<file path="src/rtl/sd_resp_pkg.sv">
// Shared state encoding and sector constants for the simulation-side SD block responder.
package sd_resp_pkg;

    typedef enum logic [2:0] {IDLE, ACK, READ, WRITE, GAP} state_t;

    localparam int         BLK_BYTES  = 512;
    localparam int         BLK_SHIFT  = 9;
    localparam logic [8:0] LAST_BYTE  = 9'd511;
    localparam int         GAP_CYCLES = 2;

endpackage

</file>
<file path="src/rtl/sd_resp_stream.sv">
// Byte counter and address generation for one 512-byte sector burst, with the
// one-cycle alignment between the image memory and the core's buffer port.
module sd_resp_stream
    import sd_resp_pkg::*;
#(
    parameter int IMG_AW = 18
) (
    input  logic              clk_sys,
    input  logic              reset,
    input  logic              start,
    input  logic              dir_wr,
    input  logic              drop,
    input  logic [IMG_AW-1:0] base,
    input  logic [7:0]        img_dout,
    input  logic [7:0]        sd_buff_din,
    output logic [8:0]        sd_buff_addr,
    output logic [7:0]        sd_buff_dout,
    output logic              sd_buff_wr,
    output logic [IMG_AW-1:0] img_addr,
    output logic              img_we,
    output logic [7:0]        img_din,
    output logic              last
);

    logic       vld_p0, vld_p1;
    logic [8:0] cnt_p0, cnt_p1;

    always_ff @(posedge clk_sys) begin
        if (reset) begin
            vld_p0 <= 1'b0;
            vld_p1 <= 1'b0;
            cnt_p0 <= '0;
            cnt_p1 <= '0;
        end else begin
            // p0: address phase (read image address / write buffer address)
            if (start) begin
                vld_p0 <= 1'b1;
                cnt_p0 <= '0;
            end else if (vld_p0) begin
                cnt_p0 <= cnt_p0 + 9'd1;
                if (cnt_p0 == LAST_BYTE)
                    vld_p0 <= 1'b0;
            end
            // p1: data phase, one cycle behind, matching both memories' latency
            vld_p1 <= vld_p0;
            cnt_p1 <= cnt_p0;
        end
    end

    // Reads address the image in p0; writes address the core buffer in p0 and the image in p1.
    assign sd_buff_addr = dir_wr ? cnt_p0 : cnt_p1;
    assign img_addr     = base + {{(IMG_AW-9){1'b0}}, (dir_wr ? cnt_p1 : cnt_p0)};

    assign sd_buff_wr   = vld_p1 && !dir_wr;
    assign sd_buff_dout = (sd_buff_wr && !drop) ? img_dout : 8'h00;
    assign img_we       = vld_p1 && dir_wr && !drop;
    assign img_din      = img_we ? sd_buff_din : 8'h00;
    assign last         = vld_p1 && (cnt_p1 == LAST_BYTE);

endmodule

</file>
<file path="src/rtl/sd_block_responder.sv">
// Answers one drive's sd_lba/sd_rd/sd_wr sector handshake from a byte-addressed image memory.
// Define SD_RESP_LATENCY_EN to hold sd_ack low for ACK_DELAY cycles before each transfer.
module sd_block_responder
    import sd_resp_pkg::*;
#(
    parameter int IMG_AW    = 18,
    parameter int ACK_DELAY = 4
) (
    input  logic              clk_sys,
    input  logic              reset,
    input  logic [31:0]       sd_lba,
    input  logic              sd_rd,
    input  logic              sd_wr,
    output logic              sd_ack,
    output logic [8:0]        sd_buff_addr,
    output logic [7:0]        sd_buff_dout,
    output logic              sd_buff_wr,
    input  logic [7:0]        sd_buff_din,
    output logic [IMG_AW-1:0] img_addr,
    input  logic [7:0]        img_dout,
    output logic              img_we,
    output logic [7:0]        img_din,
    input  logic              mount_req,
    input  logic [63:0]       mount_size,
    input  logic              mount_ro,
    output logic              img_mounted,
    output logic [63:0]       img_size,
    output logic              img_readonly,
    output logic              xfer_err
);

    state_t            state;
    logic [IMG_AW-1:0] base;
    logic              dir_wr, drop;
    logic              mnt_pend, pend_ro;
    logic [63:0]       pend_size;
    logic [1:0]        gap_cnt;
    logic              start, last;

`ifdef SD_RESP_LATENCY_EN
    localparam int   DLY_W      = (ACK_DELAY > 1) ? $clog2(ACK_DELAY) : 1;
    localparam logic ACK_AT_REQ = (ACK_DELAY == 0);
    logic [DLY_W-1:0] dly_cnt;
`else
    // ACK_DELAY only takes effect when the latency option is compiled in.
    localparam logic ACK_AT_REQ = 1'b1 | (ACK_DELAY != 0);
`endif

    // A mount arriving in the same IDLE cycle as a request already governs that request.
    logic [63:0] eff_size;
    logic        eff_ro;
    always_comb begin
        eff_size = img_size;
        eff_ro   = img_readonly;
        if (state == IDLE) begin
            if (mount_req) begin
                eff_size = mount_size;
                eff_ro   = mount_ro;
            end else if (mnt_pend) begin
                eff_size = pend_size;
                eff_ro   = pend_ro;
            end
        end
    end

    // Range is judged on the full byte address so high sectors cannot alias into the image.
    logic [40:0] req_byte;
    logic [63:0] req_end;
    logic        req_oor;
    assign req_byte = {sd_lba, {BLK_SHIFT{1'b0}}};
    assign req_end  = {23'd0, req_byte} + 64'(BLK_BYTES - 1);
    assign req_oor  = (eff_size == 64'd0) || (req_end >= eff_size);

    assign start = (state == ACK) && sd_ack;

    always_ff @(posedge clk_sys) begin
        if (reset) begin
            state        <= IDLE;
            sd_ack       <= 1'b0;
            base         <= '0;
            dir_wr       <= 1'b0;
            drop         <= 1'b0;
            mnt_pend     <= 1'b0;
            pend_size    <= '0;
            pend_ro      <= 1'b0;
            img_size     <= '0;
            img_readonly <= 1'b0;
            img_mounted  <= 1'b0;
            xfer_err     <= 1'b0;
            gap_cnt      <= '0;
`ifdef SD_RESP_LATENCY_EN
            dly_cnt      <= '0;
`endif
        end else begin
            img_mounted <= 1'b0;
            case (state)
                IDLE: begin
                    if (mount_req || mnt_pend) begin
                        img_size     <= eff_size;
                        img_readonly <= eff_ro;
                        img_mounted  <= 1'b1;
                        mnt_pend     <= 1'b0;
                    end
                    if (sd_rd || sd_wr) begin
                        state  <= ACK;
                        base   <= req_byte[IMG_AW-1:0];
                        dir_wr <= !sd_rd;
                        drop   <= req_oor || (!sd_rd && eff_ro);
                        sd_ack <= ACK_AT_REQ;
`ifdef SD_RESP_LATENCY_EN
                        dly_cnt <= '0;
`endif
                    end
                end
                ACK: begin
                    if (sd_ack) begin
                        state <= dir_wr ? WRITE : READ;
                        if (drop)
                            xfer_err <= 1'b1;
                    end
`ifdef SD_RESP_LATENCY_EN
                    else if (!(dir_wr ? sd_wr : sd_rd))
                        state <= IDLE;
                    else if (dly_cnt == DLY_W'(ACK_DELAY - 1))
                        sd_ack <= 1'b1;
                    else
                        dly_cnt <= dly_cnt + 1'b1;
`endif
                end
                READ, WRITE: begin
                    if (last) begin
                        sd_ack  <= 1'b0;
                        gap_cnt <= '0;
                        state   <= GAP;
                    end
                end
                GAP: begin
                    if (gap_cnt == 2'(GAP_CYCLES - 1))
                        state <= IDLE;
                    else
                        gap_cnt <= gap_cnt + 2'd1;
                end
                default: state <= IDLE;
            endcase
            // Mounts outside IDLE wait; a later one replaces an earlier one.
            if (mount_req && state != IDLE) begin
                mnt_pend  <= 1'b1;
                pend_size <= mount_size;
                pend_ro   <= mount_ro;
            end
        end
    end

    sd_resp_stream #(.IMG_AW(IMG_AW)) u_stream (
        .clk_sys      (clk_sys),
        .reset        (reset),
        .start        (start),
        .dir_wr       (dir_wr),
        .drop         (drop),
        .base         (base),
        .img_dout     (img_dout),
        .sd_buff_din  (sd_buff_din),
        .sd_buff_addr (sd_buff_addr),
        .sd_buff_dout (sd_buff_dout),
        .sd_buff_wr   (sd_buff_wr),
        .img_addr     (img_addr),
        .img_we       (img_we),
        .img_din      (img_din),
        .last         (last)
    );

endmodule
</file>
<file path="config.mk">
export PLATFORM = sky130hd
export DESIGN_NAME = sd_block_responder
export DESIGN_NICKNAME = d
export VERILOG_FILES = /design/src/rtl/sd_resp_pkg.sv /design/src/rtl/sd_resp_stream.sv /design/src/rtl/sd_block_responder.sv
export SDC_FILE = /design/constraint.sdc
export NUM_CORES = 1
export LEC_CHECK = 0
export BUFFER_PORTS_ARGS = -buffer_cell sky130_fd_sc_hd__clkbuf_2
export CAP_MARGIN = 15
export CORE_UTILIZATION = 54
export CTS_CLUSTER_DIAMETER = 50
export CTS_CLUSTER_SIZE = 8
export DETAILED_ROUTE_END_ITERATION = 10
export HOLD_SLACK_MARGIN = 0.02
export PLACE_DENSITY = 0.81
export RECOVER_POWER = 25
export REMOVE_ABC_BUFFERS = 1
export SLEW_MARGIN = 20
export SYNTH_ARGS = -nofsm -noshare
export SYNTH_HDL_FRONTEND = slang
export SYNTH_HIERARCHICAL = 1
export SYNTH_SLANG_ARGS = --single-unit
</file>
<file path="constraint.sdc">
create_clock -name clk_sys -period 4.05 [get_ports clk_sys]
set_input_delay 0.6075 -clock clk_sys [delete_from_list [all_inputs] [get_ports clk_sys]]
set_output_delay 0.6075 -clock clk_sys [all_outputs]
set_load 0.01 [all_outputs]
</file>
Word-level counts from Yosys, hierarchy flattened
Index checks and enable logic that the tools add are counted.
{"block": "classes", "n_lt_le_gt_ge": 1, "bitwise": 1, "n_reduce_logical": 32, "addsub": 4, "n_eq_ne": 12, "muxes": 29}
{"op": "64-bit 2-to-1 mux", "count": 3}
{"op": "42-bit by 64-bit >= comparator with 1-bit output", "count": 1}
{"op": "64-bit logical NOT", "count": 1}
{"op": "41-bit by 9-bit adder with 42-bit output, second input constant", "count": 1}
{"op": "18-bit by 9-bit adder with 18-bit output", "count": 1}
{"op": "9-bit equality test, second input constant", "count": 2}
{"op": "9-bit 2-to-1 mux", "count": 2}
{"op": "8-bit 2-to-1 mux", "count": 2}
{"op": "1-bit 2-to-1 mux", "count": 13}
{"op": "3-bit 2-to-1 mux", "count": 4}
{"op": "3-bit one-hot mux with 4 select lines", "count": 1}
{"op": "9-bit by 1-bit adder with 9-bit output, second input constant", "count": 1}
{"op": "3-bit AND reduction", "count": 3}
{"op": "1-bit logical AND", "count": 8}
{"op": "2-bit inequality test, second input constant", "count": 4}
{"op": "2-bit nonzero test", "count": 4}
{"op": "3-bit by 2-bit equality test with 1-bit output, second input constant", "count": 2}
{"op": "2-bit AND reduction", "count": 3}
{"op": "2-bit OR reduction", "count": 3}
{"op": "1-bit logical OR", "count": 4}
{"op": "2-bit 2-to-1 mux", "count": 2}
{"op": "2-bit one-hot mux with 2 select lines", "count": 1}
{"op": "4-bit AND reduction", "count": 1}
{"op": "3-bit by 1-bit equality test with 1-bit output, second input constant", "count": 1}
{"op": "other kinds (9)", "count": 11}
{"block": "totals", "output_inout_bits": 113, "reg_bits": 170, "inputBits": 118}

Longest topological paths before layout
Gate-level depths: netlist of the first run.
{"block": "logic_depth", "word_depth": 6, "ltp_mapped": 15, "mapped_depth_nobuf": 11}

Hierarchy
The synthesis of the first run kept the hierarchy.
{"module": "sd_block_responder", "seq_area_each_um2": 3002.9, "cells_per_inst": 895, "area_each_um2": 7257.0, "instances": 1}
{"module": "sd_resp_stream", "seq_area_each_um2": 400.4, "cells_per_inst": 191, "area_each_um2": 1639.1, "instances": 1}

Worst setup path after synthesis of the first run
No wires, ideal clock.
{"block": "synth_timing", "path_type": "input to register", "start": "input port mount_req", "end": "register drop", "slack_ps": 679, "setup_ps": 137, "path_stages": 15, "arrival_ps": 3234, "path_cell_list": "buf_2 -> or2_1 -> buf_2 -> nand2_1 -> clkbuf_1 -> clkbuf_1 -> nor2_1 -> a21oi_1 -> ha_1 -> a21o_1 -> a21o_1 -> a221oi_1 -> o221ai_1 -> a21oi_1 -> o221ai_1"}
{"block": "synth_via", "elab_chain_len": 5}
{"item": "start: declaration", "line": "sd_block_responder.sv:23", "rtl": "input logic mount_req,"}
{"item": "64-bit 2-to-1 mux", "line": "sd_block_responder.sv:56", "rtl": "if (mount_req) begin"}
{"item": "64-bit 2-to-1 mux", "line": "sd_block_responder.sv:55", "rtl": "if (state == IDLE) begin"}
{"item": "42-bit by 64-bit >= comparator with 1-bit output or 64-bit logical NOT (tied branches)", "line": "sd_block_responder.sv:72", "rtl": "assign req_oor = (eff_size == 64'd0) || (req_end >= eff_size);"}
{"item": "1-bit logical OR", "line": "sd_block_responder.sv:72"}
{"item": "1-bit logical OR (*)", "line": "sd_block_responder.sv:108", "rtl": "drop <= req_oor || (!sd_rd && eff_ro);"}
{"item": "end signal: assignment", "line": "sd_block_responder.sv:108"}
{"item": "end: declaration", "line": "sd_block_responder.sv:34", "rtl": "logic dir_wr, drop;"}
Every way passes the cells marked *; elsewhere a longest branch is shown, timed or not.
A chain may end at the register's enable or synchronous reset.

Final worst setup path of the first run
{"block": "layout_timing", "start": "register state[2]", "end": "register drop"}
{"block": "layout_via", "elab_chain_len": 5}
{"item": "start: declaration", "line": "sd_block_responder.sv:32", "rtl": "state_t state;"}
{"item": "start signal: assignment", "line": "sd_block_responder.sv:117", "rtl": "state <= dir_wr ? WRITE : READ;"}
{"item": "3-bit logical NOT (*)", "line": "sd_block_responder.sv:55, sd_block_responder.sv:96"}
{"item": "64-bit 2-to-1 mux", "line": "sd_block_responder.sv:55"}
{"item": "42-bit by 64-bit >= comparator with 1-bit output or 64-bit logical NOT (tied branches)", "line": "sd_block_responder.sv:72"}
{"item": "1-bit logical OR", "line": "sd_block_responder.sv:72"}
{"item": "1-bit logical OR", "line": "sd_block_responder.sv:108"}
Marked as above.

==> impl_results.md, run 1 <==
- Status: finished with violations
- Failing checks: max-capacitance violations, max-slew violations
- Pwr Total: 4.664 mW
- Post_cts resized: 0
- Post-Syn Area: around 0.0089 mm^2
- Hpwl dp: approximately 19000 um
- Post-synth EDFFs: 0
- IO buf count: between 200 and 250
- CTS Buffer Depth: 2
- Drt drc: 0
- Hold_buf cts: 0
- Unrepaired setup endpoints after global routing: no
- Slew @ Worst Pin: ~2.5 ns
- Critical Path RT: between 4 and 5 ns
- Vias in the first global route: slightly below 8000
- # fillers: about 1400
- Setup TNS: 0 ns
- Worst Setup Start Kind: flip-flop
- Most common cell after layout, fill and taps aside: nand2_1
- Final WL: around 26000 um
- Clock Skews: 0.01111 ns
- Synth-to-Final Area Change: 21.34%
- Critical path type: reg2reg
- Switch Pwr: about 1.4 mW
- Post-Synthesis Cells: around 1100
- # H-tree levels: 4
- Leak: roughly 4.5 nW
- ANT nets after route: 0
- Highest Clock Rate: 0.2951 GHz
- Core ar.: roughly 0.016 mm^2
- RD Place Congestion: 0.9313
- Syn avg cell area: 8.192 um^2
- I/O pin total: around 230
- DR iter-0 viols: 660
- Yosys cell types: 70
- Pre-CTS setup slack: about 0.73 ns
- Initial antenna violation count: 2
- Number of setup violations in the final report: 0
- Clk_lat worst skew: between 0.4 and 0.5 ns
- # Post-CTS Setup Buffers: 0
- HP Class: in2reg
- Fin crit period: between 3 and 4 ns
- Max-slew violations: 59
- Largest net degree at the start of global routing: just over 90
- CTS tree: done
- # rows: 46
- CTS root buf: clkbuf_16
- Ranking of synthesized cells by area: dfxtp_1 (38%), a21oi_1 (7.8%), nand2_1 (7.8%), mux2i_1 (7.2%), ha_1 (6.2%)
- Crit path DAT: ~3.6 ns
- Initial Util: between 50 and 60%
- Critical path peak fanout: 43
- MaxCap Viol Count: 1
- CTS Sinks: 170
- Sw Share: between 20% and 30%
- Die Area: 0.01699 mm^2
- First-pass GRT wire length: about 40000 um
- Post-detailed-route via-to-cell ratio: 5.722
- Crit. End Element: flip-flop
- Async SR Flop Fraction: 0%
- Aggregate global-route resource usage: between 30% and 40%
- Drt first pass iters: 6
- Prevailing post-synth register cell: dfxtp_1
- Register area share after synthesis: between 30% and 40%
- Final WS setup: roughly 0.66 ns
- Share of the synthesized area in the top cell type: 38.26%
- Die width: between 100 and 150 um
- Synthesis Warnings: 6
- Most frequent cells in the layout: nand2_1 (182), clkbuf_2 (172), dfxtp_1 (170)
- Combinational Power Share: about 20%
- Fraction of layout cells with a size suffix above 1: 19.95%
- Overflow after GRT: 0
- Rel. slew slack: -64.47%
- Clock Power Share: 39.1%
- Die H: 130.4 um
- Num CTS Buffers: 17
- Yosys reg bits: 170
- DR WL/cell: around 17 um
- P_int: approximately 3.3 mW
- Vias: slightly below 9000
- Peak supply drop: 0.2820 mV
- Synth area leader: dfxtp_1
- Tcrit/Tclk final: a little over four fifths
- Area of the multi-input gates: between 0.005 and 0.006 mm^2
- Fin. Hold Viols: 0
- Final net count: 1453
- Register share of total power: a little over 40%
- Worst-path clk slew: approximately 0.060 ns
- Pwr/cell area: about 430 mW/mm^2
- Reg area: 0.003403 mm^2
final cells by class:
type | instances | area share, %
tap | 216 | 2.504
inverter | 15 | 0.5216
clock inverter | 10 | 1.727
clock buffer | 22 | 4.393
antenna | 2 | 0.04637
timing repair buffer | 242 | 11.09
sequential | 170 | 31.53
multi-input combinational | 844 | 48.19
state kept, by name, summed over array words and instances (netlist names):
signal,count
sd_ack,1
mnt_pend,1
u_stream/vld_p0,1
xfer_err,1
u_stream/cnt_p1,9
u_stream/cnt_p0,9
base,9
u_stream/vld_p1,1
pend_size,64
gap_cnt,2
img_mounted,1
dir_wr,1
img_readonly,1
img_size,64
pend_ro,1
drop,1
state,3
metal layers:
layer  up-vias  track usage (%)  part of all wire, %  wire, um
met5         -                0                    0         0
met4         0            14.74                  3.3       869
met3        54            6.601                  7.7      1999
met2       384            50.41                   47     12250
met1      4033            37.52                   42     10870
li1       4232                -                    -         -
Yosys cell counts, types with 4 or more instances:
cell type and count:
a211oi_1 31, a21oi_1 138, and2_1 17, buf_1 6, buf_2 16, clkbuf_1 42
dfxtp_1 170, ha_1 44, inv_1 15, mux2_2 17, mux2i_1 64, nand2_1 184
nand3_1 11, nand4_1 20, nor2_1 122, nor2_2 4, nor2b_1 17, nor3_1 20
nor4_1 33, nor4b_1 4, o21ai_0 19, xnor2_1 6, xor2_1 13
through the flow:
step	hold WS, ns	std cells	utilization, %	area [um^2]
3_5_place_dp	0.4467	1487	63.76	10200
6_report	0.4124	1521	67.46	10790
2_1_floorplan	0.4257	1029	-	8647
5_1_grt	0.4230	1521	67.46	10790
3_3_place_gp	0.4391	1487	63.76	10200
4_1_cts	0.3997	1519	67.89	10860
power groups by stage:
stage	Combinational, mW	Sequential, mW	Clock, mW
floorplan	0.518	1.95	0
global placement	0.906	1.94	0
detailed placement	0.926	1.95	0
CTS	0.934	1.91	1.83
global route	1.02	1.93	1.90
finish	0.928	1.91	1.82
critical path, cell delays in order, from the launching register on:
cell      delay (ns)
dfxtp_1         0.39
nor3_2          0.46
nand2_2         0.39
buf_12          0.30
a21oi_1         0.29
ha_1            0.31
a21oi_1         0.12
o21ai_0         0.11
a221oi_1        0.33
o221ai_1        0.18
a21oi_1         0.15
o221ai_1        0.13
kinds of logic after synthesis:
kind of cell | synth area share (%)
AOI/OAI and AO/OA | 16.58
xor gates and xnor gates | 1.871
adders and majority gates | 6.414
buffers and inverters | 3.811
DFF | 38.26
muxes | 9.353
other | 0.04215
and+or+nand+nor | 23.67
worst paths after layout:
| path | from | end | slack, ns | cells past startpoint |
|---|---|---|---|---|
| worst max-delay path | state[2] | drop | 0.66 | 11 |
| worst min-delay path | mount_size[59] | pend_size[59] | 0.41 | 3 |
| worst max register to register | state[2] | drop | 0.66 | 11 |
| worst min register to register | pend_size[63] | pend_size[63] | 0.46 | 2 |
(Power assumes the default switching activity.)
==> inputs of run 2 (changes only) <==
- CORE_UTILIZATION: 54 -> 48
- PLACE_DENSITY: 0.81 -> 0.76
- clock period: 4.05 -> 3 ns (I/O delays scaled with it)
==> run 2 against run 1 <==
The run ends with design-rule violations, max-capacitance violations, max-slew violations left. Cell area up 1.6%. Routed wire length decreased by 1.5%. Sequential power grew 35%. Sequential share of layout area is 0.48 points lower. Total power is 33% higher. Global-route usage shrank 3.8 points. First-iteration DRC count fell by 7.9%. Clock power increased by 29%. Hold slack got worse by 0.15 ns. Critical path type unchanged. Cell count grew 1.6%. Clock skew decreased by 0.0032 ns. Via count decreased by 0.92%.
==> impl_results.md, run 2 (synthesis results as in run 1) <==
- CP startpoint: state[2]
- Post-detailed-route via-to-cell ratio: 5.578
- Fin crit period: roughly 2.7 ns
- Number of setup violations in the final report: 0
- MaxCap Viol Count: 1
- Register share of total power: 41.5%
- Fin. Hold Viols: 0
- Vias in the first global route: between 7000 and 8000
- Initial Util: just under 50%
- # fillers: between 1500 and 2000
- Switch Pwr: between 1.5 and 2 mW
- Tcrit/Tclk final: around nine tenths
- Final WS setup: 0.2561 ns
- Unrepaired setup endpoints after global routing: no
- Peak supply drop: 0.4010 mV
- Setup TNS: 0 ns
- Die Area: ~0.019 mm^2
- Diode count: 0
- Core ar.: around 0.018 mm^2
- Met1 GRT Util: 35.06%
- Most common cell after layout, fill and taps aside: clkbuf_2
- Largest net degree at the start of global routing: 55
- P_int: around 4.4 mW
- Critical path peak fanout: 10
- Clk_lat worst skew: ~0.42 ns
- GR Layer Usage met2: between 40% and 50%
- Post-placement cell area: 0.01034 mm^2
- Critical path type: reg2reg
- Worst-path clk slew: roughly 0.07 ns
- HP Class: in2reg
- CTS Buffer Depth: 2
- Initial antenna violation count: 0
- Rel. slew slack: -28.77%
- Hpwl dp: between 15000 and 20000 um
- CTS Sinks: 170
- Largest registers: img_size x64, pend_size x64
- # rows: around 50
- Aggregate global-route resource usage: a little over a quarter
- ANT nets after route: 0
- Design area: roughly 0.011 mm^2
- CTS root buf: clkbuf_16
- Combinational Power Share: 20.8%
- Drt drc: 38
- Num CTS Buffers: 17
- Finished Core Util: about three fifths
- Final WL: roughly 26000 um
- Max-slew violations: 45
- Pwr Total: 6.222 mW
- Sw Share: about 30%
- Post_cts resized: 0
- Overflow after GRT: 0
- Vias: approximately 8600
- Drt first pass iters: 10
- RD Place Congestion: roughly 0.90
- # H-tree levels: 4
- Crit Reg-Reg Startpoint: state[2]
- Fraction of layout cells with a size suffix above 1: about a quarter
- Busiest grt layer: met2
- Clock Skews: about 0.0079 ns
- I/O pin total: 231
- Worst Setup Start Kind: flip-flop
- Critical Path RT: roughly 3.3 ns
- Die H: 138.1 um
- CTS tree: done
- Hold wc startpoint: mount_size[60]
- Failing checks: design-rule violations, max-capacitance violations, max-slew violations
- # Post-CTS Setup Buffers: 0
- Synth-to-Final Area Change: 23.25%
- First-pass GRT wire length: 40730 um
- Slew @ Worst Pin: just under 2 ns
- Die width: 138.1 um
- Final net count: ~1500
- DR iter-0 viols: between 600 and 700
- Pwr/cell area: between 500 and 600 mW/mm^2
- Most frequent cells in the layout: clkbuf_2 (229), nand2_1 (182), dfxtp_1 (169)
- Pre-CTS setup slack: ~0.097 ns
- Status: finished with violations
- Leak: 4.769 nW
- DR WL/cell: between 15 and 20 um
- Highest Clock Rate: 0.3644 GHz
- Crit path DAT: ~3.0 ns
- Clock Power Share: a little under two fifths
- Crit. End Element: flip-flop
- Hold_buf cts: 0
- Grt met3 use: 5.092%
- IO buf count: 230
run 2: changes by cell type in the layout (fill, tap and decap cells not counted), moves of 2 or more:
cell,before,now
buf_4,11,22
clkbuf_1,59,4
clkbuf_2,172,229
clkbuf_8,3,0
clkinv_4,0,2
clkinvlp_4,3,5
diode_2,2,0
run 2: critical path, cell delays in order (launching register included):
cell	delay (ns)
dfxtp_1	0.33
buf_4	0.16
or3_4	0.45
nor3_1	0.27
nor2_1	0.12
ha_1	0.31
a211oi_1	0.21
nor2_1	0.09
o31ai_1	0.21
o211ai_1	0.13
o2111ai_1	0.19
o221ai_1	0.13
run 2: power groups by stage:
stage	clock network, mW	logic [mW]	registers (mW)
4_1_cts	2.37	1.29	2.58
6_report	2.34	1.30	2.58
5_1_grt	2.48	1.43	2.60
3_3_place_gp	0	1.27	2.62
2_1_floorplan	0	0.699	2.63
3_5_place_dp	0	1.28	2.63
run 2: final cells by class:
class / instances / area [um^2] / area share, %
clock buffer: 19 / 432.9 / 3.948
clock inverter: 13 / 192.7 / 1.757
inverter: 15 / 56.30 / 0.5135
multi-input combinational: 844 / 5213 / 47.54
sequential: 170 / 3405 / 31.05
tap: 229 / 286.5 / 2.613
timing repair buffer: 256 / 1379 / 12.58
run 2: final timing paths:
check | depth (start not counted) | endpoint | slack [ns]
hold reg to reg | 2 | pend_size[63] | 0.46
setup / recovery | 11 | drop | 0.26
setup reg to reg | 11 | drop | 0.26
hold / removal | 3 | pend_size[60] | 0.26
run 2: metal layers:
metal	routed length, um	vias to the layer above
met5	0	-
met4	421	0
li1	-	4270
met2	12150	315
met1	11360	4009
met3	1667	29
run 2: per-stage QoR:
step	cells	hold WS, ns
floorplan	1029	0.4257
global placement	1514	0.4372
detailed placement	1514	0.4456
CTS	1546	0.2489
global route	1546	0.2631
finish	1546	0.2626
==> inputs of run 3 (changes only) <==
--- a/config.mk
+++ b/config.mk
@@ -8,10 +8,12 @@
 export BUFFER_PORTS_ARGS = -buffer_cell sky130_fd_sc_hd__clkbuf_2
 export CAP_MARGIN = 15
-export CORE_UTILIZATION = 48
+export CELL_PAD_IN_SITES_DETAIL_PLACEMENT = 1
+export CELL_PAD_IN_SITES_GLOBAL_PLACEMENT = 1
+export CORE_UTILIZATION = 35
 export CTS_CLUSTER_DIAMETER = 50
 export CTS_CLUSTER_SIZE = 8
 export DETAILED_ROUTE_END_ITERATION = 10
 export HOLD_SLACK_MARGIN = 0.02
-export PLACE_DENSITY = 0.76
+export PLACE_DENSITY_LB_ADDON = 0.1
 export RECOVER_POWER = 25
 export REMOVE_ABC_BUFFERS = 1
==> constraint.sdc (replaced) <==
create_clock -name clk_sys -period 3 [get_ports clk_sys]
set_input_delay 0.3 -clock clk_sys [delete_from_list [all_inputs] [get_ports clk_sys]]
set_output_delay 0.3 -clock clk_sys [all_outputs]
set_load 0.01 [all_outputs]
==> run 3 against run 2 <==
Via count decreased by 0.36%. Cell count increased by 6.8%. The flow now finishes without violations. Critical path type unchanged. Clock skew increased by 0.0079 ns. Clock power about the same. Non-clock buffer count increased by 10. Combinational power increased by 4%. Routed wire length increased by 15%.
==> impl_results.md, run 3 (synthesis results as in run 1) <==
- Hpwl dp: between 20000 and 25000 um
- Post-detailed-route via-to-cell ratio: 5.204
- Highest Clock Rate: 0.3611 GHz
- Finished Layout Cells: 1651
- Largest registers: img_size x64, pend_size x64
- Finished Core Util: between 40% and 50%
- Tcrit/Tclk final: around 90%
- Critical Path RT: 3.29 ns
- Worst-path clk slew: ~0.08 ns
- Synth-to-Final Area Change: 24.61%
- I/O pin total: around 230
- HP Class: in2reg
- ANT nets after route: 0
- CTS Buffer Depth: 2
- Unrepaired setup endpoints after global routing: no
- Peak supply drop: between 0.3 and 0.4 mV
- CTS Sinks: between 150 and 200
- Core ar.: about 0.025 mm^2
- Die H: ~160 um
- Die Area: 0.02606 mm^2
- Slew @ Worst Pin: ~0.65 ns
- Status: complete, no violations
- Overflow after GRT: 0
- # rows: 57
- Num CTS Buffers: 17
- Clock Skews: between 0.015 and 0.02 ns
- Diode count: 0
- CTS root buf: clkbuf_16
- Fraction of layout cells with a size suffix above 1: 21.48%
- Clk_lat worst skew: 0.44 ns
- Crit path DAT: 3.06 ns
- Final net count: 1477
- Die width: 161.4 um
- Rel. slew slack: around 56%
- Reg2reg setup slack: between 0.2 and 0.25 ns
- Initial Util: roughly 36%
- Pwr/cell area: 564.2 mW/mm^2
- Most common cell after layout, fill and taps aside: nand2_1
- Worst Setup Start Kind: flip-flop
- Fin crit period: about 2.8 ns
- Vias in the first global route: between 8000 and 9000
- Initial antenna violation count: 0
- Cell total after placement: between 1500 and 2000
- Crit. End Element: flip-flop
- Leak: about 4.6 nW
- RD Place Congestion: roughly 0.84
- # H-tree levels: 4
- IO buf count: between 200 and 250
- DR WL/cell: 17.79 um
- Final WL: around 30000 um
- Aggregate global-route resource usage: 22.54%
- First-pass GRT wire length: approximately 46000 um
- Fin. Hold Viols: 0
- Drt first pass iters: 4
- Largest net degree at the start of global routing: 125
- Vias: ~8600
- Number of setup violations in the final report: 0
- Critical path peak fanout: 8
- MaxCap Viol Count: 0
- Max-slew violations: 0
- Critical path type: reg2reg
- Drt drc: 0
- DR iter-0 viols: approximately 400
- Most frequent cells in the layout: nand2_1 (182), clkbuf_2 (171), dfxtp_1 (170)
- CTS tree: done
==> run 3: metal layers <==
layer	GRT usage (%)	routed length (um)
met1	31.13	14300
met3	3.416	1194
met5	0	0
met2	37.03	13650
met4	4.717	217
==> run 3: what timing repair did <==
item | in CTS | in global routing
gates resized for setup | 0 | 1
hold buffers | 0 | 0
buffers inserted | 0 | 0
setup endpoints to repair | 0 | 1
==> run 3: per-stage QoR <==
| stage | setup slack [ns] | power, mW | hold slack [ns] | cell area [um^2] | TNS (ns) |
|---|---|---|---|---|---|
| floorplan | -0.6812 | 3.326 | 0.3691 | 8647 | -0.6812 |
| global placement | 0.06755 | 3.974 | 0.4366 | 10540 | 0 |
| detailed placement | 0.07842 | 3.992 | 0.4458 | 10540 | 0 |
| CTS | 0.1434 | 6.336 | 0.08759 | 11160 | 0 |
| global route | 0.006464 | 6.586 | 0.08530 | 11090 | 0 |
| finish | 0.2304 | 6.255 | 0.1027 | 11090 | 0 |
==> run 3: area by class of cell <==
class | instances | area [um^2]
Fill cell | 3055 | 13520
Inverter | 15 | 56.30
Clock buffer | 18 | 439.2
Timing Repair Buffer | 266 | 1401
Clock inverter | 14 | 173.9
Tap cell | 324 | 405.4
Multi-Input combinational cell | 844 | 5206
Sequential cell | 170 | 3403
==> run 3: worst max-delay path, stage by stage, from the launching register on <==
cell       delay (ns)
dfxtp_1          0.32
buf_4            0.15
or3_4            0.44
nor3_1           0.28
nor2_1           0.12
ha_1             0.32
a211oi_1         0.22
nor2_1           0.08
o31ai_1          0.25
o211ai_1         0.13
o2111ai_1        0.19
o221ai_1         0.13
==> run 3: worst paths after layout <==
| check | from | to | depth (start not counted) |
|---|---|---|---|
| setup / recovery | state[2] | drop | 11 |
| hold / removal | mount_size[52] | pend_size[52] | 3 |
| setup reg to reg | state[2] | drop | 11 |
| hold reg to reg | pend_size[50] | pend_size[50] | 2 |
==> run 3: where the power goes <==
| group | internal, mW | total [mW] | leakage, nW | switching (mW) |
|---|---|---|---|---|
| sequential | 2.42 | 2.57 | 1.39 | 0.152 |
| clock | 1.29 | 2.34 | 0.292 | 1.05 |
| combinational | 0.531 | 1.35 | 2.96 | 0.815 |
| total | 4.24 | 6.25 | 4.64 | 2.02 |
